[src/rtl/riscv_branch_pkg.sv]
// rtl/riscv_branch_pkg.sv - shared branch funct3 codes, PC-unit state type and default parameters
// Contents: XLEN_DEF, RESET_PC_DEF, TRAP_VEC_DEF, F3_* branch encodings, state_t.
package riscv_branch_pkg;

  localparam int          XLEN_DEF     = 32;
  localparam logic [31:0] RESET_PC_DEF = 32'h0000_0000;
  localparam logic [31:0] TRAP_VEC_DEF = 32'h0000_0100;

  localparam logic [2:0] F3_BEQ  = 3'b000;
  localparam logic [2:0] F3_BNE  = 3'b001;
  localparam logic [2:0] F3_BLT  = 3'b100;
  localparam logic [2:0] F3_BGE  = 3'b101;
  localparam logic [2:0] F3_BLTU = 3'b110;
  localparam logic [2:0] F3_BGEU = 3'b111;

  typedef enum logic [1:0] {
    IDLE  = 2'd0,
    RUN   = 2'd1,
    FLUSH = 2'd2,
    TRAP  = 2'd3
  } state_t;

endpackage

[src/rtl/branch_compare.sv]
// rtl/branch_compare.sv - combinational branch condition resolver
// Ports: funct3 (branch kind), rs1/rs2 (operands), taken (condition holds).
module branch_compare
  import riscv_branch_pkg::*;
#(
  parameter int XLEN = XLEN_DEF
) (
  input  logic [2:0]      funct3,
  input  logic [XLEN-1:0] rs1,
  input  logic [XLEN-1:0] rs2,
  output logic            taken
);

  always_comb begin
    taken = 1'b0;
    case (funct3)
      F3_BEQ:  taken = (rs1 == rs2);
      F3_BNE:  taken = (rs1 != rs2);
      F3_BLT:  taken = ($signed(rs1) <  $signed(rs2));
      F3_BGE:  taken = ($signed(rs1) >= $signed(rs2));
      F3_BLTU: taken = (rs1 <  rs2);
      F3_BGEU: taken = (rs1 >= rs2);
      // 010/011 are not branch encodings: never taken, so no flush or trap follows.
      default: taken = 1'b0;
    endcase
  end

endmodule

[src/rtl/branch_pc_unit.sv]
// rtl/branch_pc_unit.sv - fetch PC sequencing, taken-branch redirect/flush and misaligned-target trap
// Ports: Clock, Reset_n (async active-low); pc_out/pc_valid/fetch_ready (fetch side);
// br_valid/br_ready/br_funct3/br_rs1/br_rs2/br_pc/immediate_branch_in (execute side);
// flush/taken_out/misaligned_trap (one-cycle pulses); trap_pc/trap_ack (trap handshake).
module branch_pc_unit
  import riscv_branch_pkg::*;
#(
  parameter int              XLEN         = XLEN_DEF,
  parameter logic [XLEN-1:0] RESET_PC     = XLEN'(RESET_PC_DEF),
  parameter logic [XLEN-1:0] TRAP_VEC     = XLEN'(TRAP_VEC_DEF),
  parameter int              FLUSH_CYCLES = 2
) (
  input  logic            Clock,
  input  logic            Reset_n,
  output logic [XLEN-1:0] pc_out,
  output logic            pc_valid,
  input  logic            fetch_ready,
  input  logic            br_valid,
  output logic            br_ready,
  input  logic [2:0]      br_funct3,
  input  logic [XLEN-1:0] br_rs1,
  input  logic [XLEN-1:0] br_rs2,
  input  logic [XLEN-1:0] br_pc,
  input  logic [12:0]     immediate_branch_in,
  output logic            flush,
  output logic            taken_out,
  output logic            misaligned_trap,
  output logic [XLEN-1:0] trap_pc,
  input  logic            trap_ack
);

  localparam int              CNT_W    = $clog2(FLUSH_CYCLES + 1);
  localparam logic [CNT_W-1:0] CNT_LAST = CNT_W'(FLUSH_CYCLES - 1);

  state_t            state_q, state_d;
  logic [CNT_W-1:0]  cnt_q, cnt_d;
  logic [XLEN-1:0]   pc_d, trap_pc_d;
  logic              flush_d, taken_d, mis_d;
  logic              br_taken;
  logic              accept;
  logic [12:0]       imm_even;
  logic [XLEN-1:0]   target;

  branch_compare #(.XLEN(XLEN)) u_cmp (
    .funct3 (br_funct3),
    .rs1    (br_rs1),
    .rs2    (br_rs2),
    .taken  (br_taken)
  );

  // Bit 0 of the B-type immediate is architecturally zero; force it rather than trust decode.
  assign imm_even = immediate_branch_in & 13'h1FFE;
  assign target   = br_pc + {{(XLEN-13){imm_even[12]}}, imm_even};
  assign accept   = br_valid & br_ready;

  always_comb begin
    state_d   = state_q;
    cnt_d     = cnt_q;
    pc_d      = pc_out;
    trap_pc_d = trap_pc;
    flush_d   = 1'b0;
    taken_d   = 1'b0;
    mis_d     = 1'b0;
    case (state_q)
      IDLE: state_d = RUN;
      RUN: begin
        // A taken branch overrides the sequential increment in the same cycle.
        if (accept && br_taken) begin
          taken_d = 1'b1;
          flush_d = 1'b1;
          if (target[1]) begin
            mis_d     = 1'b1;
            trap_pc_d = br_pc;
            state_d   = TRAP;
          end else begin
            pc_d    = target;
            cnt_d   = '0;
            state_d = FLUSH;
          end
        end else if (fetch_ready) begin
          pc_d = pc_out + XLEN'(4);
        end
      end
      FLUSH: begin
        if (cnt_q == CNT_LAST) state_d = RUN;
        else                   cnt_d   = cnt_q + 1'b1;
      end
      TRAP: begin
        if (trap_ack) begin
          pc_d      = TRAP_VEC;
          trap_pc_d = '0;
          state_d   = RUN;
        end
      end
      default: state_d = IDLE;
    endcase
  end

  always_ff @(posedge Clock or negedge Reset_n) begin
    if (!Reset_n) begin
      state_q         <= IDLE;
      cnt_q           <= '0;
      pc_out          <= RESET_PC;
      pc_valid        <= 1'b0;
      br_ready        <= 1'b0;
      flush           <= 1'b0;
      taken_out       <= 1'b0;
      misaligned_trap <= 1'b0;
      trap_pc         <= '0;
    end else begin
      state_q         <= state_d;
      cnt_q           <= cnt_d;
      pc_out          <= pc_d;
      // Handshake outputs are registered copies of "next state is RUN".
      pc_valid        <= (state_d == RUN);
      br_ready        <= (state_d == RUN);
      flush           <= flush_d;
      taken_out       <= taken_d;
      misaligned_trap <= mis_d;
      trap_pc         <= trap_pc_d;
    end
  end

endmodule

[config.mk]
export PLATFORM = sky130hd
export DESIGN_NAME = branch_pc_unit
export DESIGN_NICKNAME = d
export VERILOG_FILES = /design/src/rtl/riscv_branch_pkg.sv /design/src/rtl/branch_compare.sv /design/src/rtl/branch_pc_unit.sv
export SDC_FILE = /design/constraint.sdc
export NUM_CORES = 1
export LEC_CHECK = 0
export ABC_AREA = 1
export ABC_CLOCK_PERIOD_IN_PS = 5000
export BUFFER_PORTS_ARGS = -buffer_cell sky130_fd_sc_hd__buf_2
export CAP_MARGIN = 40
export CORE_UTILIZATION = 47
export DETAILED_ROUTE_END_ITERATION = 12
export PLACE_DENSITY = 0.78
export SLEW_MARGIN = 10
export SYNTH_ARGS = -nofsm -noshare
export SYNTH_HDL_FRONTEND = slang
export SYNTH_SLANG_ARGS = --single-unit
[constraint.sdc]
create_clock -name Clock -period 5 [get_ports Clock]
set_clock_uncertainty 0.05 [all_clocks]
set_input_delay 1 -clock Clock [delete_from_list [all_inputs] [get_ports Clock]]
set_output_delay 1 -clock Clock [all_outputs]
set_load 0.1 [all_outputs]
==> results.py <==
metrics = {
    "global_routing": {
        "grt_max_degree": 65,
        "antenna_found_initial": 0,
        "grt_first_pass_wirelength_microns": 29330,
        "grt_remaining_overflow": 0,
        "grt_pass1_vias": 6427,
        "grt_usage": 0.2461,
    },
    "finish": {
        "n_fill_cell": 1384,
        "diodes": 0,
        "fin_cells": 1379,
        "area_growth_pct": 19.09,
        "nets": 1376,
        "layout-drive-gt1-share": 0.1918,
        "final_core_util": 0.5786,
    },
    "drt": {
        "vias": 7040,
        "drc_errors": 0,
        "wl_microns": 17520,
        "via_per_inst": 5.105,
        "first_pass_iters": 5,
        "first_iter_violations": 243,
        "antenna_left": 0,
        "wl_per_cell_microns": 12.71,
    },
    "clock_network": {
        "root_buffer": "clkbuf_16",
        "clockBufferDepth": 2,
        "cts_hold_buf": 0,
        "clk_pin_slew_ns": 0.06,
        "cts_buffers": 9,
        "clock_latency_ns": 0.35,
        "cts_sinks": 70,
        "post_cts_buffers": 0,
        "htreeDepth": 3,
        "ctsResizeCount": 0,
        "cts_tree": "yes",
    },
    "sta": {
        "slew_violations": 0,
        "setup_viol": 0,
        "relSlewSlack": 0.4328,
        "fmax_mhz": 264.8,
        "period_needed_ns": 3.776,
        "finalSetupTns_ns": 0,
        "rsz0062_at_grt": "false",
        "setup_slack_ns": 1.224,
        "max_slew.worst_pin.slew_ns": 0.8508,
        "finalCritPeriodShare": 0.7552,
        "hold_viol": 0,
    },
    "critical_path": {
        "crit_type": "input pin to flip-flop",
        "worst-r2r-setup-slack_ns": 2.46,
        "required_ns": 5.18,
        "critical_path.max_stage_delay_ns": 0.51,
        "cpMaxStageDelayCell": "nand3_2",
        "r2r_cells": 15,
        "cp-end-kind": "flip-flop",
        "path_cells": "buf_2 > inv_1 > ha_1 > nand2_1 > nor2_1 > o21ai_0 > nand3_1 > nand2_1 > nand2_1 > nand2_1 > nand2_1 > nand2_1 > nand3_1 > nand2_1 > nand3_4 > nand2_4 > nand3b_1 > nand3_2 > nand2_1 > nand2_1",
        "arrival_ns": 3.96,
        "cpMostUsedCell": "nand2_1",
        "path_max_fanout": 37,
        "start_kind": "input pin",
    },
    "synth": {
        "yosysSeqAreaShare": 0.2577,
        "synth-seq-cells": 70,
        "syn_avg_cell_area_sq_um": 6.618,
        "yosysMostFrequentCell": "nand2_1",
        "mappedNetlistNets": 1209,
        "synth_common_cells": "353 x nand2_1, 116 x inv_1, 75 x nor2_1",
        "synth.largest_area_cell": "dfrtp_1",
        "synth_area_sq_mm": 0.006797,
        "yosys_warnings": 0,
        "synth_cell_types": 42,
        "synth_flop_cell": "dfrtp_1",
        "synth-edff-count": 0,
        "syn_inst": 1027,
        "synthTopCellsByArea": "dfrtp_1 26%, nand2_1 19%, ha_1 12%, inv_1 6.4%, nand3_1 4.4%",
        "synth_top_area_share": 0.2577,
        "postSynth.asyncResetShare": 1.000,
    },
    "power": {
        "peakVddDrop_v": 0.0005202,
        "combPwrFrac": 0.653,
        "p_leak_nw": 4.607,
        "switchingPower_mw": 3.161,
        "p_per_area_mw_per_mm2": 624.8,
        "internal_power_mw": 1.897,
        "p_total_mw": 5.057,
        "clkPwrFrac": 0.143,
        "p_sw_frac": 0.6249,
        "seq_power_share": 0.204,
    },
    "floorplanning": {
        "start_util": 0.4859,
        "die_w_microns": 122.3,
        "ios": 186,
        "fp-row-count": 43,
        "core_area_sq_mm": 0.01399,
        "die_area_sq_mm": 0.01495,
        "die_h_microns": 122.3,
    },
    "placement": {
        "dp_cells": 1363,
        "dpl.hpwl_microns": 14050,
        "gp_congestion": 0.9228,
        "io_buffers": 183,
        "pre_cts_ws_ns": 0.8719,
    },
    "run_status": {
        "status": "completed",
    },
    "worst_hold_path": {
        "min_path_cells": 2,
        "hold_path_class": "flip-flop to flip-flop",
    },
    "run": {
        "drv_cap": 0,
    },
}
layer usage:
layer	routed length, microns	up-vias	track usage
li1	-	3645	-
met1	7973	3148	0.3205
met2	8075	218	0.4084
met3	1148	29	0.04275
met4	327	0	0.08918
met5	0	-	0
worst paths after layout:
kind                             start          end
setup / recovery             br_rs2[7]   pc_out[23]
hold / removal             trap_pc[27]  trap_pc[27]
setup reg to reg             pc_out[2]   pc_out[20]
hold reg to reg            trap_pc[27]  trap_pc[27]
max in group asynchronous      Reset_n    pc_out[0]
min in group asynchronous      Reset_n  trap_pc[23]
per-stage QoR:
step | area (sq um) | hold WS, ns
2_1_floorplan | 6797 | 0.4030
3_3_place_gp | 7761 | 0.4111
3_5_place_dp | 7761 | 0.4221
4_1_cts | 8094 | 0.4361
5_1_grt | 8094 | 0.4465
6_report | 8094 | 0.4314
final cells by class:
class,count,area (sq um),area share
multi-input cells,808,4399,0.5435
flip-flops and latches,70,1752,0.2164
repair buffers,186,938.4,0.1159
inverters,119,446.7,0.05519
clock buffers,10,239.0,0.02953
well taps,180,225.2,0.02783
clock inverters,6,93.84,0.01159
registers in the layout, summed over array words and instances, names as in the netlist:
register	count
state_q	2
trap_pc	32
br_ready	1
taken_out	1
cnt_q	2
pc_out	31
misaligned_trap	1
cells by family (layout without fill, tap and decap cells):
family                   Yosys count  count (layout)  share of synthesized area
AO/OA/AOI/OAI                    132             132                     0.1053
AND/OR/NAND/NOR                  559             559                     0.3549
XOR/XNOR                          51              51                    0.06572
other                              1               1                  0.0005518
buffers and inverters            149             321                    0.09499
flip-flops                        70              70                     0.2577
adder cells (fa/ha/maj)           65              65                     0.1208
placed cells by master, fill, tap and decap left out, types with 2 or more instances in the layout:
cell,count
bufinv_16,2
nor2_2,4
o21ai_1,9
nor2_1,75
o21ai_0,51
nand3_2,2
nor3_1,17
nor4_1,7
o21bai_1,3
inv_1,116
clkinv_4,2
nor2_4,5
clkbuf_16,9
a21oi_1,50
nand3_1,60
xor2_1,31
xnor2_1,20
o211ai_1,2
o21a_1,5
dfrtp_1,70
nand3b_1,4
a31oi_1,3
o221ai_1,2
nand4_1,16
nand2_4,3
or2_2,4
nand2_2,5
ha_1,64
buf_4,3
nand2_1,353
buf_2,183
clkinv_1,2
a21boi_0,5
critical path, delay by kind of cell:
kind / cells / cell delay (ns)
buffers and inverters: 2 / 0.11
AOI/OAI and AO/OA: 1 / 0.11
and+or+nand+nor: 16 / 2.42
adders and majority gates: 1 / 0.28
power by group through the flow:
stage	Sequential [mW]	Clock, mW	Combinational, mW
3_5_place_dp	1.03	0	3.31
5_1_grt	1.06	0.754	3.57
3_3_place_gp	1.03	0	3.27
4_1_cts	1.03	0.728	3.32
2_1_floorplan	2.57	0	1.27
6_report	1.03	0.721	3.31
(Power assumes the default switching activity.)
